`src/rtl/blake2_pkg.sv`:
```
// Shared constants and state encoding for the BLAKE2s message sequencer.
package blake2_pkg;
    localparam int BB     = 64;
    localparam int NN_MAX = 32;
    localparam int LLW    = 64;
    localparam int IDXW   = 6;

    typedef enum logic [1:0] {
        IDLE  = 2'd0,
        FILL  = 2'd1,
        DRAIN = 2'd2,
        HASH  = 2'd3
    } state_t;
endpackage

```
`src/rtl/blake2_blk_buf.sv`:
```
// 64x8 block buffer: one synchronous write port, one asynchronous read port.
module blake2_blk_buf
    import blake2_pkg::*;
(
    input  logic            clk,
    input  logic            we,
    input  logic [IDXW-1:0] waddr,
    input  logic [7:0]      wdata,
    input  logic [IDXW-1:0] raddr,
    output logic [7:0]      rdata
);
    logic [7:0] mem [BB];

    always_ff @(posedge clk) begin
        if (we) mem[waddr] <= wdata;
    end

    assign rdata = mem[raddr];
endmodule

```
`src/rtl/blake2s_msg_sched.sv`:
```
// Buffers a host byte stream into 64-byte blocks, feeds them to a BLAKE2s core
// with first/last/ll framing and zero padding, then forwards the digest bytes.
module blake2s_msg_sched
    import blake2_pkg::*;
(
    input  logic            clk,
    input  logic            nreset,
    input  logic            start_i,
    input  logic [5:0]      nn_i,
    input  logic            s_v_i,
    input  logic            s_last_i,
    input  logic [7:0]      s_data_i,
    output logic            s_ready_o,
    input  logic            empty_i,
    output logic [5:0]      core_kk_o,
    output logic [5:0]      core_nn_o,
    output logic [LLW-1:0]  core_ll_o,
    output logic            core_first_o,
    output logic            core_last_o,
    output logic            core_v_o,
    output logic [IDXW-1:0] core_idx_o,
    output logic [7:0]      core_data_o,
    input  logic            core_ready_i,
    input  logic            core_h_v_i,
    input  logic [7:0]      core_h_i,
    output logic            h_v_o,
    output logic            h_last_o,
    output logic [7:0]      h_o,
    output logic            busy_o,
    output logic            err_o,
    output logic [1:0]      dbg_state_o
);
    localparam logic [5:0] NN_LIM = 6'(NN_MAX);

    // Handshakes: a host byte moves on a cycle where s_v_i & s_ready_o, a block
    // byte moves where core_v_o & core_ready_i; neither side may retract data.
    state_t          state, state_nxt;
    logic [IDXW:0]   cnt;
    logic [IDXW-1:0] idx;
    logic [LLW-1:0]  ll;
    logic            first_q, last_q, err_q;
    logic [5:0]      nn_q, k;
    logic [7:0]      rdata;

    logic nn_ok, s_fire, c_fire, fill_done, drain_done, h_fire, h_done;

    assign nn_ok      = (nn_i != 6'd0) && (nn_i <= NN_LIM);
    assign s_fire     = (state == FILL) && s_v_i;
    assign c_fire     = (state == DRAIN) && core_ready_i;
    assign fill_done  = s_fire && ((cnt[IDXW-1:0] == 6'd63) || s_last_i);
    assign drain_done = c_fire && (idx == 6'd63);
    assign h_fire     = (state == HASH) && core_h_v_i;
    assign h_done     = h_fire && (k == nn_q - 6'd1);

    blake2_blk_buf u_buf (
        .clk   (clk),
        .we    (s_fire),
        .waddr (cnt[IDXW-1:0]),
        .wdata (s_data_i),
        .raddr (idx),
        .rdata (rdata)
    );

    always_ff @(posedge clk or negedge nreset) begin
        if (!nreset) state <= IDLE;
        else         state <= state_nxt;
    end

    always_comb begin
        state_nxt = state;
        case (state)
            IDLE:  if (start_i && nn_ok) state_nxt = empty_i ? DRAIN : FILL;
            FILL:  if (fill_done)        state_nxt = DRAIN;
            DRAIN: if (drain_done)       state_nxt = last_q ? HASH : FILL;
            HASH:  if (h_done)           state_nxt = IDLE;
            default:                     state_nxt = IDLE;
        endcase
    end

    // ll counts accepted bytes only, so during DRAIN it already covers the block end.
    always_ff @(posedge clk or negedge nreset) begin
        if (!nreset) begin
            cnt     <= '0;
            idx     <= '0;
            ll      <= '0;
            first_q <= 1'b0;
            last_q  <= 1'b0;
            err_q   <= 1'b0;
            nn_q    <= '0;
            k       <= '0;
        end else begin
            err_q <= (state == IDLE) && start_i && !nn_ok;
            case (state)
                IDLE: if (start_i && nn_ok) begin
                    nn_q    <= nn_i;
                    ll      <= '0;
                    first_q <= 1'b1;
                    last_q  <= empty_i;
                    cnt     <= '0;
                    idx     <= '0;
                    k       <= '0;
                end
                FILL: if (s_fire) begin
                    cnt <= cnt + 7'd1;
                    ll  <= ll + LLW'(1);
                    if (s_last_i) last_q <= 1'b1;
                end
                DRAIN: if (c_fire) begin
                    idx <= idx + 6'd1;
                    if (drain_done) begin
                        first_q <= 1'b0;
                        cnt     <= '0;
                    end
                end
                HASH: if (h_fire) k <= k + 6'd1;
                default: ;
            endcase
        end
    end

    always_comb begin
        s_ready_o   = (state == FILL);
        core_v_o    = c_fire;
        core_data_o = ((state == DRAIN) && ({1'b0, idx} < cnt)) ? rdata : 8'h00;
        h_v_o       = h_fire;
        h_last_o    = h_done;
        h_o         = h_fire ? core_h_i : 8'h00;
        busy_o      = (state != IDLE);
        dbg_state_o = state;
    end

    assign core_kk_o    = 6'd0;
    assign core_nn_o    = nn_q;
    assign core_ll_o    = ll;
    assign core_first_o = first_q;
    assign core_last_o  = last_q;
    assign core_idx_o   = idx;
    assign err_o        = err_q;
endmodule

```
`config.mk`:
```
export PLATFORM = sky130hd
export DESIGN_NAME = blake2s_msg_sched
export DESIGN_NICKNAME = d
export VERILOG_FILES = /design/src/rtl/blake2_pkg.sv /design/src/rtl/blake2_blk_buf.sv /design/src/rtl/blake2s_msg_sched.sv
export SDC_FILE = /design/constraint.sdc
export NUM_CORES = 1
export LEC_CHECK = 0
export BUFFER_PORTS_ARGS = -buffer_cell sky130_fd_sc_hd__buf_2
export CAP_MARGIN = 20
export CORE_ASPECT_RATIO = 1.1
export CORE_MARGIN = 2
export CORE_UTILIZATION = 25
export CTS_BUF_LIST = sky130_fd_sc_hd__clkbuf_16
export DETAILED_ROUTE_END_ITERATION = 12
export GPL_TIMING_DRIVEN = 0
export HOLD_SLACK_MARGIN = 0.02
export SLEW_MARGIN = 20
export SYNTH_ARGS = -nofsm -noshare
export SYNTH_HDL_FRONTEND = slang
export SYNTH_SLANG_ARGS = --single-unit
```
`constraint.sdc`:
```
create_clock -name clk -period 4.88 [get_ports clk]
set_input_delay 0.976 -clock clk [delete_from_list [all_inputs] [get_ports clk]]
set_output_delay 0.976 -clock clk [all_outputs]
set_load 0.02 [all_outputs]
```
# == Yosys cells after proc, flatten, opt, wreduce, memory -nomap -nowiden ==
# Memories as Yosys holds them, arrays and structs flattened.
# Cells that the tools add are included.
# totals
n_memories,1
out_inout_bits,108
reg_bits,94
mem_bits_rw,512
# op_classes
n_eq_ne,14
order_cmp,2
n_addsub,5
mux,32
reduce_logical,28
# mem_list
memory,depth,word_bits,rd,rd_ports_with_merged_regs,write_ports,line_no,source
u_buf.mem,64,8,1,0,1,blake2_blk_buf.sv:12,logic [7:0] mem [BB];
# op_table
op,n
two-way mux 64 bit,2
case mux 64 bit (2 select lines),1
"adder 64 x 1 -> 64 bit, second input constant",1
two-way mux 7 bit,4
case mux 6 bit (2 select lines),2
case mux 7 bit (3 select lines),1
two-way mux 6 bit,3
two-way mux 8 bit,2
"adder 6 x 1 -> 6 bit, second input constant",2
"equality test 6 bit, second input constant",2
two-way mux 2 bit,6
"inequality test 2 bit, second input constant",6
AND reduction 4 bit,3
logical AND 1 bit,11
AND reduction 3 bit,3
two-way mux 1 bit,8
case mux 2 bit (4 select lines),1
nonzero test 2 bit,4
"adder 7 x 1 -> 7 bit, second input constant",1
< comparator 6 x 7 -> 1 bit,1
equality test 6 bit,1
"<= comparator 6 bit, second input constant",1
nonzero test 6 bit,1
"subtractor 6 x 1 -> 6 bit, second input constant",1
other kinds (10),13

# == Depth between registers and ports, before layout ==
# Gate-level depths: netlist of run 1.
# depth
ltp_word,6
mapped_depth,10
ltp_nobuf,7

# == Hierarchy ==
# From an unflattened synthesis of run 1, not the netlist that was laid out.
# unflattened
hier_cells,1558
area_unflattened_um2,25446.9
# by_module_without_submodules
mod,instances,area_each_um2,cells_per_inst
blake2_blk_buf,1,20006.7,932
blake2s_msg_sched,1,5440.2,626

# == Worst setup path before layout of run 1 ==
# Ideal clock, no wire load.
# synth_timing
kind,reg2out
start,reg idx[0] (netlist: core_idx_o[0])
end,out core_data_o[6]
stages_incl_launch_ff,9
path_slack_ns,1.442
arrival_ns,2.462
path_cell_list,dfrtp_1 buf_2 buf_2 buf_2 buf_2 mux2i_1 o31ai_1 a211oi_1 o31ai_1
# synth_between
elab_chain_len,3
word_cells_on_any_way,4
classes_between,order compare: 1; mux: 1; reduce/logical: 1; memory: 1
# synth_rtl
item,line_no,source
start: declaration,blake2s_msg_sched.sv:39,logic [IDXW-1:0] idx;
start signal: assignment,blake2s_msg_sched.sv:109,idx <= idx + 6'd1;
branches (longest 2 deep; another with memory (64 x 8 bit)),--,
two-way mux 8 bit (*),blake2s_msg_sched.sv:124,"core_data_o = ((state == DRAIN) && ({1'b0, idx} < cnt)) ? rdata : 8'h00;"
end: declaration,blake2s_msg_sched.sv:22,"output logic [7:0] core_data_o,"
# Mark *: on every way between the ends.

# == Worst setup path in the final report of run 1 ==
# layout_timing
start,reg idx[0] (netlist: core_idx_o[0])
end,out core_data_o[2]
# The elaborated chain is that of the path after synthesis.

==> results of run 1 <==
sequential cells by signal (all words and copies together), names as in the netlist:
signal        flops
k                 6
err_o             1
core_last_o       1
core_first_o      1
dbg_state_o       2
u_buf.mem       512
core_ll_o        64
core_idx_o        6
cnt               7
core_nn_o         6
what timing repair did:
item                                    CTS  global route
gates resized for setup                  24            16
endpoints found under the setup margin    8             8
gates cloned                              0             0
power by group:
part / total [W] / switching (W) / leakage [nW] / internal, W
sequential: 0.00586 / 0.000141 / 5.88 / 0.00572
clock: 0.00460 / 0.00202 / 0.994 / 0.00258
combinational: 0.00331 / 0.00201 / 2.92 / 0.00130
routing by layer:
| layer | global-route usage (%) | wire length, um | vias up | share of wire [%] |
|---|---|---|---|---|
| li1 | - | - | 6579 | - |
| met1 | 16.68 | 27990 | 7879 | 42 |
| met2 | 20.30 | 30970 | 689 | 46 |
| met3 | 3.354 | 6298 | 123 | 9.4 |
| met4 | 3.633 | 1699 | 2 | 2.5 |
| met5 | 0 | 13 | - | 0.019 |
synth_stat cells, types with 3 or more instances:
| master | number | area, um^2 |
|---|---|---|
| nor4_1 | 4 | 25.02 |
| clkbuf_1 | 55 | 206.5 |
| nor3_1 | 15 | 75.07 |
| buf_1 | 11 | 41.29 |
| or3_1 | 10 | 62.56 |
| and2_1 | 10 | 62.56 |
| and4_1 | 4 | 35.03 |
| buf_2 | 19 | 95.09 |
| nor3_2 | 3 | 30.03 |
| a21oi_1 | 59 | 295.3 |
| a22oi_1 | 20 | 150.1 |
| nand3b_1 | 6 | 45.04 |
| dfrtp_1 | 94 | 2352 |
| nand2b_1 | 6 | 37.54 |
| xnor2_1 | 10 | 87.58 |
| o21ai_0 | 26 | 130.1 |
| nor2_1 | 116 | 435.4 |
| inv_1 | 23 | 86.33 |
| o311ai_0 | 3 | 26.28 |
| o31ai_1 | 48 | 360.4 |
| ha_1 | 10 | 125.1 |
| buf_6 | 3 | 33.78 |
| mux2i_1 | 27 | 270.3 |
| a31oi_1 | 3 | 18.77 |
| or4_1 | 44 | 330.3 |
| nand2_1 | 76 | 285.3 |
| edfxtp_1 | 512 | 15370 |
| nand3_1 | 50 | 250.2 |
| o22ai_1 | 8 | 50.05 |
| o211ai_1 | 11 | 82.58 |
| mux4_2 | 125 | 2815 |
| xor2_1 | 18 | 157.7 |
| and3_1 | 12 | 75.07 |
| buf_4 | 6 | 45.04 |
| nor2b_1 | 5 | 31.28 |
| nand4_1 | 35 | 219.0 |
| a22o_1 | 17 | 148.9 |
worst max-delay path, delay by kind of cell (launching register included):
family / cells / cell delay, ps
AOI/OAI and AO/OA: 3 / 670
muxes: 1 / 560
DFF: 1 / 370
buffers and inverters: 4 / 1300
and+or+nand+nor: 1 / 230
worst max-delay path by stage:
stage                              from        endpoint  slack (ps)  cells past startpoint
after global placement    core_idx_o[1]  core_data_o[3]         120                      9
final                     core_idx_o[0]  core_data_o[2]         100                      9
after CTS                 core_idx_o[1]  core_data_o[3]          20                      9
after floorplan           core_idx_o[0]  core_data_o[6]        1440                      8
after global routing      core_idx_o[0]  core_data_o[2]           6                      9
after detailed placement  core_idx_o[1]  core_data_o[3]          -9                      9
per-stage QoR:
| step | setup slack [ps] | cell area [um^2] | instances | utilization [%] |
|---|---|---|---|---|
| final | 104.6 | 29670 | 3090 | 29.54 |
| after global routing | 5.874 | 29660 | 3088 | 29.53 |
| after CTS | 16.41 | 29610 | 3088 | 29.48 |
| after detailed placement | -8.710 | 27610 | 2977 | 27.49 |
| after global placement | 119.4 | 27570 | 2976 | 27.45 |
| after floorplan | 1442 | 25300 | 1545 | - |
area by class of cell:
cell class	instances	area, um^2
fill	9889	70770
tap	1302	1629
multi-input combinational	821	7088
clock buffer	59	1476
buffer	94	479.2
timing repair buffer	130	699.4
inverter	24	90.09
antenna	2	5.005
clock inverter	52	474.2
sequential	606	17730
cells by family (layout without fill, tap and decap cells):
family                   after synthesis  count (layout)  synth area share [%]
other                                  1               8               0.01483
adder cells (fa/ha/maj)               10              10                0.4950
flip-flops                           606             606                 70.12
AO/OA/AOI/OAI                        212             212                 5.583
multiplexers                         152             152                 12.21
AND/OR/NAND/NOR                      413             413                 8.582
buffers and inverters                118             359                 2.024
XOR/XNOR                              28              28                0.9701
==> results.json, run 1 <==
{
  "status": "completed",
  "cts_tree": "done",
  "clock-sinks": 606,
  "start_kind": "flop",
  "ioPinCount": 138,
  "crit_slowest_cell": "mux4_2",
  "synthFlopType": "edfxtp_1",
  "routedWlPerCell_um": 21.67,
  "hold_viol": 0,
  "clk_latency_ps": 640,
  "root_buffer": "clkbuf_16",
  "syn-cell-area_um2": 25280,
  "antenna_left": 0,
  "worstRegToRegCells": 6,
  "r2r_slack_ps": 1520,
  "synth_cells": 1540,
  "ys_seq_elements": 606,
  "cts.clk_slew.worst_paths_ps": 60,
  "holdWs_ps": 278.4,
  "antenna_found_initial": 3,
  "fin_skew_ps": 32.99,
  "reg2reg_to": "u_buf.mem[61][7]",
  "dr.first_iter.drc_count": 1841,
  "p_leak_nw": 9.799,
  "core_area_um2": 100400,
  "cts_inserted_buffers": 59,
  "nets": 1776,
  "fp-row-count": 122,
  "slew_headroom_pct": 34.91,
  "h-tree-depth": 2,
  "wl_um": 66970,
  "layout_commonest_cell": "edfxtp_1",
  "async_flop_share_pct": 15.51,
  "grt_use_total_pct": 12.60,
  "hpwl_um": 45300,
  "crit_chain": "buf_2 > buf_4 > buf_2 > mux4_2 > o22ai_1 > a21oi_1 > nand4_1 > o221ai_1 > buf_2",
  "ys_warn_count": 0,
  "fin_crit_sh_pct": 97.86,
  "first_global_vias": 15260,
  "viasPerCell": 4.942,
  "cpMostUsedCell": "buf_2",
  "initial_utilization_pct": 25.17,
  "cp_max_fo": 10,
  "yosysSeqAreaShare_pct": 70.12,
  "power_density_nw_per_um2": 463.9,
  "finalSetupTns_ps": 0,
  "route.detailed.drc": 0,
  "postCtsHoldBufs": 0,
  "final_cell_mix": "512 x edfxtp_1, 136 x buf_2, 125 x mux4_2",
  "endpoint_kind": "output pin",
  "final.min_clock_period_ps": 4775,
  "dieArea_um2": 103700,
  "clk_path_buf_depth": 3,
  "area_delta_synth_final_pct": 17.36,
  "fmax_mhz": 209.4,
  "port-buffer-count": 129,
  "drv_cap": 0,
  "path_class": "flop to output pin",
  "grt-ovfl-total": 0,
  "final_layout_size_suffix_gt1_share_pct": 22.68,
  "grt_pass1_wl_um": 98810,
  "r2r-start": "dbg_state_o[1]",
  "postCtsSetupRepairBufs": 0,
  "slowest_delay_ps": 560,
  "hold_path_class": "input port to asynchronous set/reset pin",
  "synth-edff-count": 512,
  "rsz0062_at_grt": "no",
  "die_w_um": 307.2,
  "drv_slew": 0,
  "worstPathArrival_ps": 3800,
  "first_pass_iters": 5,
  "power.total_w": 0.01376,
  "die_h_um": 337.5,
  "tightestPinTransition_ps": 976.4,
  "crit_required_ps": 3900,
  "synth_cell_types": 64,
  "gp_congestion": 0.9220,
  "ir_worst_vdd_mv": 0.3298,
  "setup_violations": 0,
  "grt_max_degree": 65,
  "vias": 15270,
  "synth_area_per_cell_um2": 16.42
}
(Power assumes the default switching activity.)
==> run 2, diff against run 1 <==
SYNTH_HIERARCHICAL = 1   (was unset)
==> run 2 against run 1 <==
Compared with the run above:
- core utilization grew 0.21 points
- cell count grew 0.45%
- flip-flop and latch count is the same
- non-clock buffer count shrank 6
- critical path depth grew 3
- clock power grew 5.2%
- global-route usage grew 0.53 points
- sequential share of layout area shrank 0.59 points
- final area grew 1.0%
- routed wire length grew 5.4%
- clock-buffer cell count grew 1
==> results.json, run 2 <==
{
  "status": "completed",
  "core_area_um2": 100700,
  "antenna_found_initial": 1,
  "hold_path_class": "input port to asynchronous set/reset pin",
  "crit_slowest_cell": "dfrtp_1",
  "grt_use_total_pct": 13.12,
  "first_global_vias": 15500,
  "finalSetupTns_ps": 0,
  "critPathTopFamily": "buffers and inverters",
  "setup_violations": 0,
  "drv_cap": 0,
  "fmax_mhz": 208.8,
  "r2r_slack_ps": 700,
  "route.detailed.drc": 0,
  "vias": 15610,
  "regMostFlops": "u_buf/mem",
  "grt_pass1_wl_um": 103000,
  "yosysMostFrequentCell": "edfxtp_1",
  "cts_tree": "done",
  "dieArea_um2": 104400,
  "hold_viol": 0,
  "worstPathArrival_ps": 3810,
  "synth_commonest_cells": "512 x edfxtp_1, 126 x mux4_2, 120 x nor2_1, 94 x dfrtp_1, 86 x nand2_1",
  "hpwl_um": 47160,
  "clk_path_buf_depth": 3,
  "cts.clk_slew.worst_paths_ps": 70,
  "cts_inserted_buffers": 60,
  "rsz0062_at_grt": "yes",
  "dr.first_iter.drc_count": 1620,
  "nets": 1797,
  "p_leak_nw": 9.952,
  "largest_reg_flops": 512,
  "ys_warn_count": 6,
  "synth_top_area_share_pct": 60.42,
  "crit_path_start": "core_idx_o[1]",
  "initial_utilization_pct": 25.26,
  "synth_area_per_cell_um2": 16.33,
  "worstPathBufferInverterCount": 5,
  "worstRegToRegCells": 7,
  "crit_cells": 12,
  "h-tree-depth": 2,
  "port-buffer-count": 131,
  "drv_slew": 0,
  "syn-cell-area_um2": 25450,
  "die_h_um": 338.6,
  "crit_required_ps": 3900,
  "final_cell_mix": "512 x edfxtp_1, 137 x buf_2, 126 x mux4_2",
  "area_delta_synth_final_pct": 17.77,
  "wl_um": 70560,
  "synth-edff-count": 512,
  "cpMostUsedCell": "buf_4",
  "power_density_nw_per_um2": 512.1,
  "clock-sinks": 606,
  "synth_cell_types": 62,
  "synth_area_leaders": "edfxtp_1 60%, mux4_2 11%, dfrtp_1 9.2%",
  "final.min_clock_period_ps": 4790,
  "grt_max_degree": 73,
  "tightestPinTransition_ps": 1146,
  "final_layout_size_suffix_gt1_share_pct": 24.03,
  "gp_congestion": 0.8959,
  "fin_skew_ps": 72.29,
  "synthFlopType": "edfxtp_1",
  "yosysSeqAreaShare_pct": 69.66,
  "ys_seq_elements": 606,
  "slowest_delay_ps": 460,
  "die_w_um": 308.2,
  "finalCoreUtilization_pct": 29.75,
  "yosysTopAreaCell": "edfxtp_1",
  "reg2reg_to": "u_buf/mem[14][1]",
  "power.total_w": 0.01535,
  "ioPinCount": 138,
  "start_kind": "flop",
  "cp_max_fo": 10,
  "crit_end": "core_data_o[3]",
  "grt-ovfl-total": 0,
  "first_pass_iters": 6,
  "routedWlPerCell_um": 22.73,
  "async_flop_share_pct": 15.51,
  "antenna_left": 0,
  "clk_latency_ps": 650,
  "root_buffer": "clkbuf_16",
  "slew_headroom_pct": 23.33,
  "path_class": "flop to output pin",
  "viasPerCell": 5.030,
  "fin_crit_sh_pct": 98.15,
  "layout_commonest_cell": "edfxtp_1",
  "synth_cells": 1558,
  "endpoint_kind": "output pin",
  "fp-row-count": 122,
  "r2r-start": "dbg_state_o[0]",
  "diodes": 0,
  "ir_worst_vdd_mv": 0.5075,
  "crit_chain": "buf_4 > buf_6 > buf_4 > buf_4 > nand3b_1 > o221ai_1 > a21oi_1 > o21ai_1 > o41ai_1 > nand2_1 > a21oi_2 > buf_2"
}
==> run 2: changes by cell type in the layout (fill, tap and decap cells not counted), sizes merged, moves of 10 or more <==
cell    delta
a21oi     +11
nand2     +10
buf       +11
nor2b     +10
o211ai    -11
mux2      +13
a22oi     -17
or3       +12
a22o      -15
o31ai     -13
clkbuf    -13
o21ai     +14
or4       -10
==> run 2: stage by stage <==
step                hold slack, ps  instance area [um^2]  instances  worst slack [ps]
finish                       182.8                 29970       3104             90.08
global route                 165.0                 29970       3104            -25.21
CTS                          149.0                 29920       3104             19.11
detailed placement           524.1                 27820       2998             166.1
global placement             518.4                 27750       2996             171.7
floorplan                    520.5                 25470       1563              1476
==> run 2: worst min-delay path by stage <==
stage,startpoint,endpoint,slack (ps),depth (start not counted)
detailed placement,core_first_o,core_first_o,520,1
finish,nreset,core_ll_o[5],180,1
floorplan,cnt[6],cnt[6],520,1
global route,nreset,core_ll_o[5],160,1
global placement,core_first_o,core_first_o,520,1
CTS,nreset,core_ll_o[5],150,1
==> run 2: routing by layer <==
layer	global-route usage (%)	routed length, um	vias to the layer above
met5	0	0	-
met4	4.868	2587	0
met3	2.119	5257	156
met2	21.94	34520	711
met1	17.08	28190	8135
li1	-	-	6610
==> run 2: kinds of logic (layout without fill, tap and decap cells) <==
kind of cell | after synthesis | after routing | synth area share (%)
buffers and inverters | 108 | 347 | 2.203
muxes | 164 | 164 | 12.71
other | 1 | 6 | 0.01474
AOI/OAI and AO/OA | 212 | 212 | 5.374
DFF | 606 | 606 | 69.66
xor gates and xnor gates | 23 | 23 | 0.7916
adders and majority gates | 10 | 10 | 0.4917
and+or+nand+nor | 434 | 434 | 8.752
==> run 2: worst register-to-register path: stages, from the launching register on <==
cell	delay [ps]
dfrtp_1	370
clkbuf_1	390
nand3b_1	350
inv_1	170
clkbuf_1	670
nor2b_1	330
nand3_1	550
nor2_1	900
==> run 2: final cells by class <==
cell class / instances / area, um^2
repair buffers: 133 / 726.9
flip-flops and latches: 606 / 17730
plain buffers: 85 / 500.5
fillers: 9875 / 70780
inverters: 22 / 82.58
multi-input cells: 849 / 7224
clock buffers: 60 / 1501
well taps: 1302 / 1629
clock inverters: 47 / 575.6
==> run 2: report_power, final <==
part / internal, W / switching, W / total [W] / leakage, nW
logic: 0.00182 / 0.00278 / 0.00461 / 3.08
clock network: 0.00283 / 0.00201 / 0.00484 / 1.01
registers: 0.00571 / 0.000192 / 0.00591 / 5.86
==> run 2: what timing repair did <==
item,in CTS,in global routing
resized for setup,14,15
gates cloned,0,0
hold buffers,0,0
buffers inserted,0,0
endpoints found under the setup margin,8,8
==> run 3, diff against run 2 <==
ABC_AREA = 1   (was unset)
==> run 3 against run 2 <==
Compared with the run above:
- via count is 40% higher
- routed wire length grew 27%
- combinational power rose by 16%
- final area grew 9.6%
- clock-buffer cell count increased by 9
- sequential share of layout area down 5.2 points
- highest routed layer is now met5
- register-to-register slack improved by 690 ps
- clock power increased by 4.5%
- global-route usage increased by 2.4 points
- total power up 6.8%
- clock skew shrank 39 ps
==> results.json, run 3 <==
{
  "status": "completed",
  "crit_required_ps": 3900,
  "cts_tree": "done",
  "synth-edff-count": 512,
  "yosysSeqAreaShare_pct": 63.50,
  "hold_viol": 0,
  "cts_inserted_buffers": 69,
  "worstPathArrival_ps": 3630,
  "first_pass_iters": 7,
  "cp_max_fo": 10,
  "largest_reg_flops": 512,
  "grt_use_total_pct": 15.49,
  "synth_cells": 2864,
  "fin_skew_ps": 33.41,
  "rsz0062_at_grt": "no",
  "h-tree-depth": 3,
  "clk_path_buf_depth": 3,
  "final_cell_mix": "999 x nand2_1, 512 x edfxtp_1, 508 x nand3_1",
  "synth_top_family_by_area": "simple AND/OR/NAND/NOR gates",
  "reg2reg_to": "u_buf/mem[28][3]",
  "synth_top_area_share_pct": 55.07,
  "routedWlPerCell_um": 19.43,
  "holdWs_ps": 294.2,
  "cts.clk_slew.worst_paths_ps": 60,
  "p_switching_w": 0.006228,
  "ir_worst_vdd_mv": 0.2949,
  "fin_crit_sh_pct": 94.33,
  "endpoint_kind": "output pin",
  "setup_violations": 0,
  "seqPwrFrac_pct": 36.4,
  "yosysTopAreaCell": "edfxtp_1",
  "design_area_um2": 32860,
  "met3_usage_pct": 3.857,
  "hpwl_um": 63110,
  "slowest_delay_ps": 690,
  "antenna_left": 0,
  "drv_cap": 0,
  "synth_compound_area_share_pct": 1.358,
  "initial_utilization_pct": 25.23,
  "fp-row-count": 128,
  "synth_area_per_cell_um2": 9.747,
  "regMostFlops": "u_buf/mem",
  "grt_pass1_wl_um": 133000,
  "synthFlopType": "edfxtp_1",
  "ys_warn_count": 6,
  "port-buffer-count": 131,
  "path_class": "flop to output pin",
  "postCtsSetupRepairBufs": 0,
  "crit_slowest_cell": "buf_1",
  "layout_commonest_cell": "nand2_1",
  "power_density_nw_per_um2": 499.0,
  "post_cts_resized": 0,
  "start_kind": "flop",
  "hold_path_class": "input port to asynchronous set/reset pin",
  "top_usage_layer": "met2",
  "route.detailed.drc": 0,
  "crit_chain": "buf_2 > buf_1 > nand3_1 > nand2_1 > nand2_1 > nand3_1 > nand3_1 > nand2_1 > inv_1 > nor2_1 > buf_2",
  "nFillCells": 11460,
  "internal-power_w": 0.01017,
  "swShare_pct": 37.99,
  "clock-sinks": 606,
  "wl_um": 89960,
  "r2r_slack_ps": 1390,
  "slew_headroom_pct": 26.10,
  "vias": 21890,
  "combPwrFrac_pct": 32.8,
  "syn-cell-area_um2": 27920,
  "nets": 3121,
  "finalSetupTns_ps": 0,
  "core_area_um2": 110700,
  "synth_fa_ha_area_share_pct": 0.4482,
  "grt-ovfl-total": 0,
  "ioPinCount": 138,
  "synthMuxAreaShare_pct": 0,
  "met2_usage_pct": 24.85,
  "power.total_w": 0.01639,
  "synth-xor-area-share_pct": 0.6275,
  "gr-usage-met1_pct": 20.12,
  "yosysMostFrequentCell": "nand2_1",
  "multiInputGateArea_um2": 8745,
  "die_h_um": 354.5,
  "gp_congestion": 0.9724,
  "r2r-start": "dbg_state_o[0]",
  "worstRegToRegCells": 7,
  "drv_slew": 0,
  "dieArea_um2": 114400,
  "diodes": 0,
  "placed_cell_area_um2": 30620,
  "register_area_um2": 17730,
  "tightestPinTransition_ps": 1104,
  "synth_commonest_cells": "999 x nand2_1, 512 x edfxtp_1, 508 x nand3_1, 243 x nor2_1, 140 x inv_1",
  "clk_latency_ps": 620,
  "grt_max_degree": 65,
  "p_leak_nw": 12.66,
  "synth_simple_gate_area_share_pct": 28.58,
  "final_layout_size_suffix_gt1_share_pct": 12.38,
  "finalCoreUtilization_pct": 29.69,
  "die_w_um": 322.6,
  "ys_seq_elements": 606,
  "fmax_mhz": 217.2,
  "synth_area_leaders": "edfxtp_1 55%, nand2_1 13%, nand3_1 9.1%",
  "async_flop_share_pct": 15.51,
  "synth_cell_types": 40,
  "first_global_vias": 20850,
  "dr.first_iter.drc_count": 2135,
  "root_buffer": "clkbuf_16",
  "antenna_found_initial": 1,
  "postCtsHoldBufs": 0,
  "final.min_clock_period_ps": 4603,
  "area_delta_synth_final_pct": 17.69,
  "viasPerCell": 4.729,
  "clockPowerShare_pct": 30.9
}
run 3: cell types whose count changed after synthesis, moves of 52 or more:
cell	previous run	this run
nor2_1	120	243
inv_1	22	140
nand3_1	45	508
nand2_1	86	999
mux4_2	126	0
a21oi_1	70	18
run 3: cell families (layout without fill, tap and decap cells):
logic type      after synthesis  in the layout
other cells                   1              6
flops                       606            606
xor+xnor                     20             20
fa+ha+maj                    10             10
simple gates               1868           1868
compound gates               71             71
buf+inv                     288            553
run 3: final cells by class:
type / count / area share (%)
multi-input combinational: 1975 / 26.62
tap: 1495 / 5.693
clock buffer: 69 / 5.255
clock inverter: 55 / 1.512
timing repair buffer: 141 / 2.319
sequential: 606 / 53.95
inverter: 149 / 1.725
buffer: 139 / 2.925
run 3: how the worst max path moves through the flow:
stage                  start          endpoint  slack [ps]  cells past startpoint
2_1_floorplan          s_v_i  u_buf/mem[48][0]        1870                      5
3_3_place_gp           s_v_i  u_buf/mem[54][0]         570                      6
3_5_place_dp   core_idx_o[2]    core_data_o[6]         920                     11
4_1_cts        core_idx_o[2]    core_data_o[6]         270                     11
5_1_grt        core_idx_o[2]    core_data_o[5]          30                     11
6_report       core_idx_o[2]    core_data_o[4]         280                     11
run 3: power by group through the flow:
stage | clock [W] | combinational [W] | sequential, W
final | 0.00506 | 0.00537 | 0.00596
after global routing | 0.00534 | 0.00582 | 0.00597
after CTS | 0.00516 | 0.00530 | 0.00595
after detailed placement | 0 | 0.00529 | 0.00606
after global placement | 0 | 0.00522 | 0.00606
after floorplan | 0 | 0.00323 | 0.00608
run 3: critical path, delay by kind of cell, from the launching register on:
family | cells | cell delay, ps
buffers and inverters | 4 | 1370
and+or+nand+nor | 7 | 1130
DFF | 1 | 540
run 3: metal layers:
metal  vias up  wire (um)
met5         -         13
met4         2       3343
met3       167       8172
met2       975      41260
met1     10590      37170
li1      10150          -
run 3: through the flow:
stage | setup WS (ps) | cells
final | 276.6 | 4629
after floorplan | 1873 | 2869
after global routing | 31.70 | 4629
after CTS | 265.7 | 4628
after detailed placement | 922.5 | 4504
after global placement | 569.4 | 4495
